## config.mk

```make
export PLATFORM = sky130hd
export DESIGN_NAME = alu_sequencer
export DESIGN_NICKNAME = d
export VERILOG_FILES = /design/src/rtl/alu_sequencer.sv
export SDC_FILE = /design/constraint.sdc
export NUM_CORES = 1
export LEC_CHECK = 0
export ABC_AREA = 1
export CORE_MARGIN = 2
export CORE_UTILIZATION = 47
export CTS_CLUSTER_DIAMETER = 200
export DETAILED_ROUTE_END_ITERATION = 10
export PLACE_DENSITY = 0.8
export RECOVER_POWER = 25
export SKIP_LAST_GASP = 1
export SLEW_MARGIN = 40
export SYNTH_ARGS = -nofsm -noshare
export SYNTH_HDL_FRONTEND = slang
export SYNTH_SLANG_ARGS = --single-unit
```

## constraint.sdc

```tcl
create_clock -name clk -period 1.4 [get_ports clk]
set_clock_uncertainty 0.05 [all_clocks]
set_input_delay 0.21 -clock clk [delete_from_list [all_inputs] [get_ports clk]]
set_output_delay 0.21 -clock clk [all_outputs]
set_load 0.02 [all_outputs]
```

## src/rtl/alu_sequencer.sv

```systemverilog
// Sequences one ALU operation: snapshot operands from a 4x8 register file, hold them
// for ALU_WAIT cycles, capture the result with optional write-back, then hand it off.
module alu_sequencer #(
    parameter int ALU_WAIT = 1
) (
    input  logic       clk,
    input  logic       reset,
    input  logic       cmd_valid,
    output logic       cmd_ready,
    input  logic [2:0] cmd_op,
    input  logic [1:0] cmd_ra,
    input  logic [1:0] cmd_rb,
    input  logic [1:0] cmd_rd,
    input  logic       cmd_we,
    input  logic       ld_valid,
    input  logic [1:0] ld_addr,
    input  logic [7:0] ld_data,
    output logic [7:0] alu_a,
    output logic [7:0] alu_b,
    output logic [2:0] alu_op,
    input  logic [7:0] alu_y,
    input  logic [3:0] alu_flags,
    output logic       res_valid,
    input  logic       res_ready,
    output logic [7:0] res_y,
    output logic [3:0] res_flags,
    input  logic [1:0] rd_addr,
    output logic [7:0] rd_data,
    output logic       busy
);

    typedef enum logic [1:0] {IDLE, WAIT, CAPTURE, RESP} state_t;

    typedef struct packed {
        logic [1:0] rd;
        logic       we;
    } wb_t;

    state_t          state;
    logic [3:0]      cnt;
    wb_t             wb;
    logic [3:0][7:0] rf;

    // Masked by reset so a command offered during reset is never seen as accepted.
    assign cmd_ready = (state == IDLE) && !reset;
    assign busy      = (state != IDLE);
    assign res_valid = (state == RESP);
    assign rd_data   = rf[rd_addr];

    always_ff @(posedge clk) begin
        if (reset) begin
            state     <= IDLE;
            cnt       <= '0;
            wb        <= '0;
            rf        <= '0;
            alu_a     <= '0;
            alu_b     <= '0;
            alu_op    <= '0;
            res_y     <= '0;
            res_flags <= '0;
        end else begin
            if (ld_valid)
                rf[ld_addr] <= ld_data;
            case (state)
                IDLE: begin
                    if (cmd_valid) begin
                        alu_a    <= rf[cmd_ra];
                        alu_b    <= rf[cmd_rb];
                        alu_op   <= cmd_op;
                        wb.rd    <= cmd_rd;
                        wb.we    <= cmd_we;
                        cnt      <= ALU_WAIT[3:0];
                        state    <= WAIT;
                    end
                end
                WAIT: begin
                    cnt <= cnt - 4'd1;
                    if (cnt <= 4'd1)
                        state <= CAPTURE;
                end
                CAPTURE: begin
                    res_y     <= alu_y;
                    res_flags <= alu_flags;
                    // Placed after the load so write-back wins on an address collision.
                    if (wb.we)
                        rf[wb.rd] <= alu_y;
                    state <= RESP;
                end
                RESP: begin
                    if (res_ready)
                        state <= IDLE;
                end
                default: state <= IDLE;
            endcase
        end
    end

endmodule
```

Word level (Yosys, flattened, before mapping)

Index checks and enable logic that the tools add are counted.

Bits in registers: 72
Output and inout port bits: 42

Reductions and logical operators: 10
Add/subtract/negate cells: 1
Mux-type cells: 22
Order comparisons: 8
Eq/ne operators: 6

Operator list:

| cell                                                                         | count |
|---|---|
| 32-bit 2-to-1 mux                                                            | 4 |
| 32-bit bitwise mux                                                           | 2 |
| 8-bit binary-select mux with 2-bit select                                    | 3 |
| 8-bit 2-to-1 mux                                                             | 5 |
| 8-bit demux with 2-bit select                                                | 2 |
| 2-bit by 3-bit less-than comparator with 1-bit output, second input constant | 5 |
| 2-bit case mux with 4 select lines                                           | 1 |
| 4-bit case mux with 2 select lines                                           | 1 |
| 2-bit 2-to-1 mux                                                             | 3 |
| 2-bit equality test, second input constant                                   | 2 |
| 2-bit by 1-bit >= comparator with 1-bit output, second input constant        | 2 |
| 4-bit by 1-bit <= comparator with 1-bit output, second input constant        | 1 |
| 4-bit 2-to-1 mux                                                             | 1 |
| 2-bit inequality test, second input constant                                 | 2 |
| 2-bit AND reduction                                                          | 2 |
| 2-bit nonzero test                                                           | 2 |
| 4-bit by 1-bit subtractor with 4-bit output, second input constant           | 1 |
| 1-bit logical AND                                                            | 3 |
| 3-bit AND reduction                                                          | 1 |
| 2-bit by 1-bit equality test with 1-bit output, second input constant        | 1 |
| 2-bit logical NOT                                                            | 1 |
| 2-bit by 1-bit inequality test with 1-bit output, second input constant      | 1 |
| 1-bit logical NOT                                                            | 1 |

Longest topological paths before layout

Gate-level depths: netlist of run 1.

Depth after elaboration: 10
Mapped depth: 9

Worst setup path after synthesis of run 1

Ideal clock, no wire load.

Path kind: register -> register
From: reg state[0]
To: reg rf[20] (netlist name)
Setup time: 0.070 ns
Arrival time: 1.315 ns
Slack: -0.035 ns
Clock period less this slack: 1.435 ns
Stages on the path, launching flop included: 9
Cell sequence: dfxtp_1 -> inv_1 -> ha_1 -> nand2_2 -> inv_1 -> nand2_1 -> buf_2 -> o21ai_0 -> a21oi_1

Longest elaborated chain between the ends: 2

RTL lines:

| element                       | RTL line | RTL |
|---|---|---|
| start, declared               | 39       | `state_t state;` |
| start signal, assigned        | 52       | `state <= IDLE;` |
| start signal, assigned        | 73       | `state <= WAIT;` |
| start signal, assigned        | 79       | `state <= CAPTURE;` |
| 2-bit equality test           | 64       | `case (state)` |
| 32-bit 2-to-1 mux             | 64       |  |
| end signal, assigned by index | 63       | `rf[ld_addr] <= ld_data;` |
| end signal, assigned by index | 86       | `rf[wb.rd] <= alu_y;` |
| end, declared                 | 42       | `logic [3:0][7:0] rf;` |

No other way between the ends.
A chain may end at the register's enable or synchronous reset.

Worst setup path after layout of run 1

From: reg rf[9] (netlist name)
To: out rd_data[1]

Longest elaborated chain between the ends: 2

RTL lines:

| element                                   | RTL line | RTL |
|---|---|---|
| 8-bit binary-select mux with 2-bit select | 48       | `assign rd_data = rf[rd_addr];` |
| 8-bit 2-to-1 mux (implied by the code)    | 48       |  |
| end, declared                             | 28       | `output logic [7:0] rd_data,` |

No other way between the ends. The select of a mux whose other input is x is not followed.

==> results of run 1 <==
cells in the final DEF, fill, tap and decap left out, drive strengths merged:
master / instances
a21oi: 72
buf: 79
bufinv: 1
clkbuf: 13
clkdlybuf4s50: 36
clkinv: 5
clkinvlp: 1
dfxtp: 72
dlygate4sd2: 32
ha: 7
inv: 100
nand2: 161
nand3: 38
nor2: 65
nor3: 1
o211ai: 16
o21ai: 76
Yosys cell counts:
library cell,count,share of area [%]
o211ai_1,16,2.9
nand3_4,2,0.86
buf_6,4,1.1
nor2_4,3,0.83
buf_2,11,1.3
inv_1,98,9.0
nor2_2,2,0.31
nand3_1,36,4.4
nor3_1,1,0.12
buf_1,2,0.18
buf_4,4,0.74
nor2_1,59,5.4
nand2_2,8,1.2
dfxtp_1,72,35
inv_2,2,0.18
a21oi_1,72,8.8
o21ai_2,6,1.3
nand2_1,150,14
o21ai_0,47,5.8
o21ai_1,23,2.8
buf_12,1,0.49
clkbuf_1,9,0.83
ha_1,7,2.1
routing by layer:
metal	vias to the layer above	share of wire, %
met4	0	4.0
met3	61	8.6
li1	2294	-
met2	259	46
met1	2125	42
met5	-	0
how the worst max path moves through the flow:
stage / startpoint / to / slack (ns) / cells past startpoint
5_1_grt: state[0] / rf[4] / -0.16 / 9
4_1_cts: rf[13] / rd_data[5] / -0.13 / 5
2_1_floorplan: state[0] / alu_op[0] / -0.002 / 8
6_report: rf[9] / rd_data[1] / -0.11 / 5
3_5_place_dp: rd_addr[0] / rd_data[5] / -0.82 / 6
3_3_place_gp: rd_addr[0] / rd_data[0] / -0.78 / 6
cell type report:
cell class	instances	share of cell area, %
clock buffer	10	2.08
clock inverter	6	1.12
inverter	100	6.44
multi-input combinational	436	41.0
sequential	72	23.8
tap	105	2.14
timing repair buffer	150	23.4
timing repair inverter	1	0.102
flip-flops by register name (all words and copies together) (netlist names):
signal / cells
state: 2
wb: 3
res_flags: 4
alu_op: 3
res_y: 8
alu_b: 8
cnt: 4
alu_a: 8
rf: 32
power by group:
part	internal [mW]	leakage (nW)	switching [mW]	total, mW
clock	0.832	0.0968	0.850	1.68
combinational	1.80	2.34	2.33	4.13
sequential	2.47	0.596	0.284	2.75
total	5.10	3.03	3.47	8.57
kinds of logic after synthesis:
kind of cell,Yosys count
fa+ha+maj,7
compound gates,164
flops,72
simple gates,261
buf+inv,131
metrics by stage:
stage	worst slack [ns]	power [mW]	util, %	area [um^2]	setup TNS [ns]
final	-0.107	8.57	73.9	6140	-1.43
after detailed placement	-0.816	6.01	64.4	5340	-19.36
after floorplan	-0.00217	4.60	-	4090	-0.00984
after CTS	-0.127	7.88	69.2	5740	-1.28
after global routing	-0.159	9.07	73.9	6140	-5.70
after global placement	-0.775	5.94	64.4	5340	-18.40
timing repair:
item / in CTS / in global routing
endpoints found under the setup margin: 94 / 71
buffers inserted: 5 / 2
gates resized for setup: 168 / 112
cloned: 5 / 3
pin swaps: 17 / 33
worst max-delay path: cells and delay by family (launching register included):
| kind | cells | cell delay, ns |
|---|---|---|
| compound gates | 3 | 0.34 |
| flops | 1 | 0.33 |
| buf+inv | 2 | 0.21 |
==> results.md, run 1 <==
- Peak VDD IR: 0.793 mV
- Largest net degree at the start of global routing: 27
- Multi-input gate area: 2510 um^2
- Worst setup margin: -0.107 ns
- Adder-Cell Fraction of Synth Area: 2.15%
- Worst hold slack: 0.370 ns
- Met1 Use GR: 37.6%
- Failing checks: negative setup slack
- Register area: 1460 um^2
- Number of synthesized register bits: 72
- Ant. Diodes: 0
- Clock Tree Buf Depth: 2
- Status: finished with violations
- Die area: 9440 um^2
- Cell Area, Synth: 4080 um^2
- Fill cell count: 657
- Clock Tree Root: clkbuf_8
- Crit-path cells: inv_2, o21ai_2, a21oi_2, a21oi_1, buf_4
- Grt total ovfl: 0
- Busiest grt layer: met2
- Core area: 8300 um^2
- F_max: 664 MHz
- DR iter-0 viols: 397
- Antenna violations before repair: 0
- Net count of the mapped netlist: 681
- Layout cell share with drive strength beyond 1: 29.9%
- FP Rows: 33
- Setup crit end kind: output port
- Clk slew on worst S/H paths: 0.09 ns
- RSZ-0062 raised after global routing: yes
- CTS Hold Buffers Added: 0
- Main combinational cell family by area after synthesis: simple AND/OR/NAND/NOR gates
- Critical Path Slowest Stage Cell: dfxtp_2
- WL per Instance: 16.6 um
- Total Wirelength: 14,600 um
- GPL Wtd Cong: 0.985
- Via count: 4,739
- Power density cells: 1400 nW/um^2
- I/O pin total: 81
- H-tree depth: 3
- Final cycle utilization of the critical path: 108%
- Reg2reg start: state[0]
- Die span in x: 97.2 um
- DRC: 0
- Startpoint Class: flop
- Hold Path Depth: 3
- Mapped Avg Cell Area: 6.43 um^2
- # setup viols final: 35
- Count of final hold-check violations: 0
- Vias in the first global route: 4,451
- Clock Latency Late Sink: 0.36 ns
- # port buffers: 80
- Nets: 816
- Compound-cell area share of the yosys netlist: 21.6%
- Seq/Total Area, Yosys: 35.3%
- Simple-Gate Fraction of Synth Area: 27.0%
- R2r setup slk: -0.09 ns
- Ys Warns: 0
- Post-DP HPWL: 9760 um
- Final Non-Filler Cells: 880
- Post-DRT Antenna Nets: 0
- Mux cell area share after synthesis: 0%
- Tightest Pin Transition: 0.314 ns
- Critical setup path kind: flop to output port
- Hold Crit Class: primary input to flop
- Worst path max stage delay: 0.33 ns
- Rel. slew slack: 79.0%
- DR pass1 iterations: 6
- Cells after synthesis: 635
- Met2 capacity usage during global routing: 47.8%
- Met3 Resource Use GR: 7.70%
- Post-synthesis cell type count: 23
- CP required: 1.14 ns
- Min-Delay Endpoint: res_flags[1]
- Leak: 3.03 nW
- XOR/XNOR share of the synthesized area: 0%
- Initial Utilization: 49.2%
- Max-capacitance violation count: 0
- Final min period: 1.51 ns
- Layout area overhead: 50.4%
- Arrival @ worst endpoint: 1.25 ns
- Reg-to-Reg End: rf[3]
- First-pass GRT wire length: 22,400 um
- Reg2Reg Depth: 9
- CTS tree: built
- GRT Total Usage: 29.6%
- Hold_sp: alu_flags[1]
- Largest fanout on the critical path: 2
- Sink Count: 72
- Inserted Clock Buffers: 9
- Die H: 97.2 um
- Slew Limit Fails: 0
- Via-to-Cell Ratio: 5.39
- Post-Place Cells: 850
No activity file was read; power rests on OpenSTA's default activity.
==> run 2: changes to the inputs <==
--- a/config.mk
+++ b/config.mk
@@ -5,9 +5,8 @@
 export SDC_FILE = /design/constraint.sdc
 export NUM_CORES = 1
 export LEC_CHECK = 0
-export ABC_AREA = 1
 export CORE_MARGIN = 2
-export CORE_UTILIZATION = 47
+export CORE_UTILIZATION = 46
 export CTS_CLUSTER_DIAMETER = 200
 export DETAILED_ROUTE_END_ITERATION = 10
 export PLACE_DENSITY = 0.8
==> results.md, run 2 <==
- Synth Flop Type: dfxtp_1
- CP required: 1.14 ns (about the same)
- RSZ-0062 raised after global routing: yes
- Rel. slew slack: 69.0% (-10 points)
- Largest net degree at the start of global routing: 27 (unchanged)
- Met1 WL: 5110 um (-16%)
- Arrival @ worst endpoint: 1.36 ns (+0.11 ns)
- Number of synthesized register bits: 72 (unchanged)
- Uppermost layer routed: met4
- Cells after synthesis: 374 (-41%)
- Total Wirelength: 13,700 um (-6.3%)
- Reg2Reg Depth: 9 (unchanged)
- Largest register FFs: 32 (unchanged)
- Cell Area, Synth: 3590 um^2 (-12%)
- Min-Delay Endpoint: alu_op[2]
- Crit. Startpoint: rf[25]
- Largest fanout on the critical path: 2 (unchanged)
- DR iter-0 viols: 343 (-14%)
- Final cycle utilization of the critical path: 116% (+8.3 points)
- Count of final hold-check violations: 0 (unchanged)
- Length of routed met2 wiring: 6700 um (+0.63%)
- Post-DRT Antenna Nets: 0 (unchanged)
- # setup viols final: 81 (+130%)
- Setup TNS: -6.54 ns (-5.11 ns)
- Dominant cells by area after synthesis: dfxtp_1 40%, mux4_2 15%, mux2i_1 10%
- Sink Count: 72 (unchanged)
- I/O pin total: 81 (unchanged)
- Die span in x: 92.4 um (-4.9%)
- Hold Path Depth: 3 (unchanged)
- GRT Total Usage: 27.2% (-2.4 points)
- Vias in the first global route: 3,495 (-21%)
- R2r setup slk: -0.21 ns (-0.12 ns)
- Inserted Clock Buffers: 9 (unchanged)
- Failing checks: negative setup slack
- Mapped Avg Cell Area: 9.61 um^2 (+50%)
- Post-synthesis cell type count: 33 (+43%)
- Reg-to-Reg End: alu_b[5]
- Most common cell after layout, fill and taps aside: buf_4
- Reg2reg start: state[0]
- F_max: 616 MHz (-7.1%)
- Fill cell count: 437 (-33%)
- Core area: 7650 um^2 (-7.9%)
- Clock Tree Root: clkbuf_8
- Via-to-Cell Ratio: 6.01 (+12%)
- Worst setup margin: -0.223 ns (-0.116 ns)
- CTS Hold Buffers Added: 0 (unchanged)
- Final min period: 1.62 ns (+0.116 ns)
- Most frequent cells after synthesis: 72 x dfxtp_1, 63 x nand2_1, 43 x a21oi_1, 36 x mux2i_1, 27 x o21ai_0
- Most frequent cell after synthesis: dfxtp_1
- Die area: 8540 um^2 (-9.6%)
- H-tree depth: 3 (unchanged)
- Total power: 8.36 mW (-2.4%)
- Net count of the mapped netlist: 420 (-38%)
- Top cell type's share of synthesized area: 40.1% (+4.8 points)
- Nets: 572 (-30%)
- Setup crit end kind: output port
- Grt total ovfl: 0 (unchanged)
- Critical setup path kind: flop to output port
- Commonest non-fill, non-tap cells in the layout: 57 x buf_4, 52 x dfxtp_1, 49 x nand2_1, 36 x mux2i_1, 35 x clkdlybuf4s50_1
- Layout area overhead: 68.8%
- Clock Latency Late Sink: 0.36 ns (about the same)
- Yosys top cell by area: dfxtp_1
- Tightest Pin Transition: 0.464 ns (+0.151 ns)
- Max-capacitance violation count: 0 (unchanged)
- Layout cell share with drive strength beyond 1: 46.9% (+17 points)
- CTS tree: built
- GPL Wtd Cong: 0.972 (-1.3%)
- Post-DP HPWL: 7650 um (-22%)
- Clk slew on worst S/H paths: 0.09 ns (about the same)
- FP Rows: 32 (-3.0%)
- First-pass GRT wire length: 18,100 um (-19%)
- DRC: 0 (unchanged)
- Hold_sp: cmd_op[2]
- Peak VDD IR: 0.893 mV (+13%)
- DR WL met3: 1260 um (unchanged)
- Leak: 2.63 nW (-13%)
- # port buffers: 80 (unchanged)
- Async SR Flop Fraction: 0% (unchanged)
- Power density cells: 1380 nW/um^2 (-1.2%)
- Hold Crit Class: primary input to flop
- Status: finished with violations
- WL per Instance: 21.6 um (+30%)
- Ant. Diodes: 0 (unchanged)
- Initial Utilization: 47.0% (-2.2 points)
- Die H: 92.4 um (-4.9%)
- EDFF count, synth: 0 (unchanged)
- Top reg by flops: rf
- Clock Tree Buf Depth: 2 (unchanged)
- Ys Warns: 0 (unchanged)
- Antenna violations before repair: 0 (unchanged)
- Via count: 3,807 (-20%)
- Startpoint Class: flop
- DR pass1 iterations: 5 (-1)
- Seq/Total Area, Yosys: 40.1% (+4.8 points)
- Slew Limit Fails: 0 (unchanged)
-- run 2: final cells by class --
type | instances | area (um^2) | area share [%]
Timing Repair Buffer | 171 | 1770 | 29.1
Clock buffer | 10 | 138 | 2.27
Sequential cell | 72 | 1470 | 24.2
Clock inverter | 6 | 115 | 1.90
Tap cell | 102 | 128 | 2.10
Inverter | 7 | 28.8 | 0.474
Multi-Input combinational cell | 265 | 2430 | 40.0
-- run 2: what timing repair did --
action,4_1_cts,5_1_grt
endpoints found under the hold margin,0,0
cloned,2,7
pin swaps,9,21
setup endpoints to repair,80,55
gates resized for setup,156,105
setup buffers,6,6
-- run 2: metrics by stage --
step	utilization, %	worst slack (ns)	instances	instance area (um^2)	hold WS, ns
floorplan	-	-0.190	374	3650	0.296
global placement	66.6	-0.771	596	5090	0.391
detailed placement	66.6	-0.794	596	5090	0.398
CTS	72.6	-0.195	620	5560	0.346
global route	79.4	-0.251	633	6070	0.390
finish	79.4	-0.223	633	6070	0.368
-- run 2: layer usage --
| metal | global-route usage [%] | up-vias |
|---|---|---|
| met3 | 4.07 | 65 |
| met4 | 10.1 | 0 |
| met2 | 45.0 | 266 |
| met1 | 36.1 | 1818 |
| li1 | - | 1658 |
| met5 | 0 | - |
-- run 2: power breakdown --
group / switching (mW) / internal [mW]
Sequential: 0.190 / 2.30
Clock: 0.870 / 1.24
Combinational: 1.83 / 1.93
Total: 2.89 / 5.47
-- run 2: cell families after synthesis --
logic type / synth area share (%)
flip-flops: 40.1
AO/OA/AOI/OAI: 15.2
adder cells (fa/ha/maj): 2.44
AND/OR/NAND/NOR: 12.4
multiplexers: 25.1
buffers and inverters: 4.73
-- run 2: how the worst max path moves through the flow --
stage / endpoint / slack [ns]
6_report: rd_data[1] / -0.22
5_1_grt: rf[0] / -0.25
4_1_cts: rd_data[7] / -0.19
3_5_place_dp: rd_data[7] / -0.79
3_3_place_gp: rd_data[0] / -0.77
2_1_floorplan: rf[7] / -0.19
-- run 2: worst max-delay path: stages (launching register included) --
cell and delay [ns]:
dfxtp_2 0.35, mux4_2 0.50, buf_6 0.15
==> run 3: changes to the inputs <==
--- a/config.mk
+++ b/config.mk
@@ -5,10 +5,12 @@
 export SDC_FILE = /design/constraint.sdc
 export NUM_CORES = 1
 export LEC_CHECK = 0
+export ABC_AREA = 1
 export CORE_MARGIN = 2
-export CORE_UTILIZATION = 46
+export CORE_UTILIZATION = 47
 export CTS_CLUSTER_DIAMETER = 200
 export DETAILED_ROUTE_END_ITERATION = 10
+export GPL_ROUTABILITY_DRIVEN = 0
 export PLACE_DENSITY = 0.8
 export RECOVER_POWER = 25
 export SKIP_LAST_GASP = 1
==> results.md, run 3 (synthesis results as in run 1) <==
- Status: finished with violations
- Failing checks: design-rule violations, negative setup slack
- Post-DRT Antenna Nets: 0 (unchanged)
- Register area: 1460 um^2 (-0.77%)
- Peak VDD IR: 0.969 mV (+8.5%)
- DR iter-0 viols: 652 (+90%)
- Total Wirelength: 15,900 um (+16%)
- Most common cell after layout, fill and taps aside: nand2_1
- WL per Instance: 18.1 um (-17%)
- GRT Total Usage: 30.2% (+3.1 points)
- Layout cell share with drive strength beyond 1: 32.8% (-14 points)
- Grt total ovfl: 0 (unchanged)
- F_max: 649 MHz (+5.3%)
- Multi-input gate area: 2670 um^2 (+10%)
- Leak: 3.04 nW (+16%)
- Antenna violations before repair: 0 (unchanged)
- Tightest Pin Transition: 0.394 ns (-0.0703 ns)
- Die H: 97.2 um (+5.2%)
- Final min period: 1.54 ns (-0.0823 ns)
- Largest fanout on the critical path: 7 (+5)
- Via-to-Cell Ratio: 5.80 (-3.5%)
- Post-DP HPWL: 9430 um (+23%)
- CP required: 1.63 ns (+0.49 ns)
- Die area: 9440 um^2 (+11%)
- Final Instance Area: 6350 um^2 (+4.6%)
- Sink Count: 72 (unchanged)
- Vias in the first global route: 4,773 (+37%)
- Most frequent CP cell: buf_6
- Critical Path Slowest Stage Cell: dfxtp_2
- Count of final hold-check violations: 0 (unchanged)
- I/O pin total: 81 (unchanged)
- Power density cells: 1420 nW/um^2 (+3.1%)
- Layout area overhead: 55.6%
- DR pass1 iterations: 10 (+5)
- Arrival @ worst endpoint: 1.77 ns (+0.41 ns)
- # setup viols final: 59 (-27%)
- Initial Utilization: 49.2% (+2.2 points)
- Final cycle utilization of the critical path: 110% (-5.9 points)
- Top reg by flops: rf
- Inserted Clock Buffers: 9 (unchanged)
- Worst hold slack: 0.381 ns (+0.0130 ns)
- Worst setup margin: -0.140 ns (+0.0823 ns)
- Critical setup path kind: flop to flop
- Via count: 5,125 (+35%)
- Core area: 8300 um^2 (+8.5%)
- Fill cell count: 540 (+24%)
- Die span in x: 97.2 um (+5.2%)
- Slew Limit Fails: 0 (unchanged)
- CTS tree: built
- Clock Tree Buf Depth: 2 (unchanged)
- Crit-path cells: inv_2, buf_6, ha_4, inv_4, nor2_4, buf_6, nand2_8, buf_6, a21oi_1
- Dpl ws: -0.828 ns (-0.0346 ns)
- Startpoint Class: flop
- Ant. Diodes: 0 (unchanged)
- H-tree depth: 3 (unchanged)
- Clk slew on worst S/H paths: 0.08 ns (about the same)
- Largest register FFs: 32 (unchanged)
- DRC: 1 (+1)
- # port buffers: 80 (unchanged)
- Core Util, Final: 76.5% (-2.9 points)
- Setup crit end kind: flop
- Hold Crit Class: primary input to flop
- Clock Tree Root: clkbuf_8
- Nets: 819 (+43%)
- Dpl cell area: 5320 um^2 (+4.5%)
- Clock Latency Late Sink: 0.36 ns (about the same)
- Max-capacitance violation count: 0 (unchanged)
- FP Rows: 33 (+3.1%)
- RSZ-0062 raised after global routing: yes
- Worst path max stage delay: 0.34 ns (-0.16 ns)
- Commonest non-fill, non-tap cells in the layout: 144 x nand2_1, 81 x inv_1, 61 x dfxtp_1, 52 x buf_4, 46 x a21oi_1
- Total power: 9.02 mW (+7.9%)
- First-pass GRT wire length: 23,300 um (+29%)
- Largest net degree at the start of global routing: 29 (+7.4%)
- Rel. slew slack: 73.7% (+4.8 points)
-- run 3: cell types whose count changed in the layout (fill, tap and decap cells not counted), sizes merged, moves of 8 or more --
cell	delta
buf	-14
inv	+92
a211oi	-9
mux2i	-36
a31oi	-8
nor2	+39
a21oi	+29
mux4	-24
nand3	+36
nand2	+97
o21ai	+49
o211ai	+16
-- run 3: per-stage QoR --
step	setup TNS (ns)	std cells
2_1_floorplan	-0.00984	635
3_3_place_gp	-19.27	847
3_5_place_dp	-20.61	847
4_1_cts	-4.61	881
5_1_grt	-7.80	883
6_report	-3.49	883
-- run 3: worst paths after layout --
path,startpoint,slack [ns],cells past startpoint,to
max,state[0],-0.14,9,rf[12]
min,alu_flags[0],0.38,3,res_flags[0]
max reg2reg,state[0],-0.14,9,rf[12]
min reg2reg,cnt[1],0.44,2,cnt[1]
-- run 3: layout make-up --
| cell class | instances | area share [%] |
|---|---|---|
| Clock buffer | 12 | 2.29 |
| Clock inverter | 4 | 0.315 |
| Inverter | 100 | 6.07 |
| Multi-Input combinational cell | 435 | 42.1 |
| Sequential cell | 72 | 22.9 |
| Tap cell | 105 | 2.07 |
| Timing Repair Buffer | 154 | 24.1 |
| Timing Repair inverter | 1 | 0.118 |
-- run 3: where the power goes --
group	internal, mW	switching (mW)	leakage, nW
Combinational	2.07	2.66	2.36
Sequential	2.47	0.331	0.595
Clock	0.681	0.812	0.0899
Total	5.22	3.80	3.04
-- run 3: worst max-delay path: cells and delay by family, from the launching register on --
| kind | cells | cell delay, ns |
|---|---|---|
| buf+inv | 5 | 0.53 |
| flops | 1 | 0.34 |
| simple gates | 2 | 0.22 |
| fa+ha+maj | 1 | 0.17 |
| compound gates | 1 | 0.15 |
-- run 3: repair_timing --
action	CTS	global route
resized for setup	211	123
gates cloned	6	1
setup endpoints to repair	94	82
setup buffers	12	2
hold buffers	0	0
pin swaps	19	41
-- run 3: layer usage --
| layer | track usage [%] | share of wire [%] | vias to the layer above |
|---|---|---|---|
| li1 | - | - | 2305 |
| met1 | 37.4 | 36 | 2324 |
| met4 | 13.2 | 4.9 | 0 |
| met3 | 6.69 | 11 | 91 |
| met2 | 50.4 | 48 | 405 |
| met5 | 0 | 0 | - |
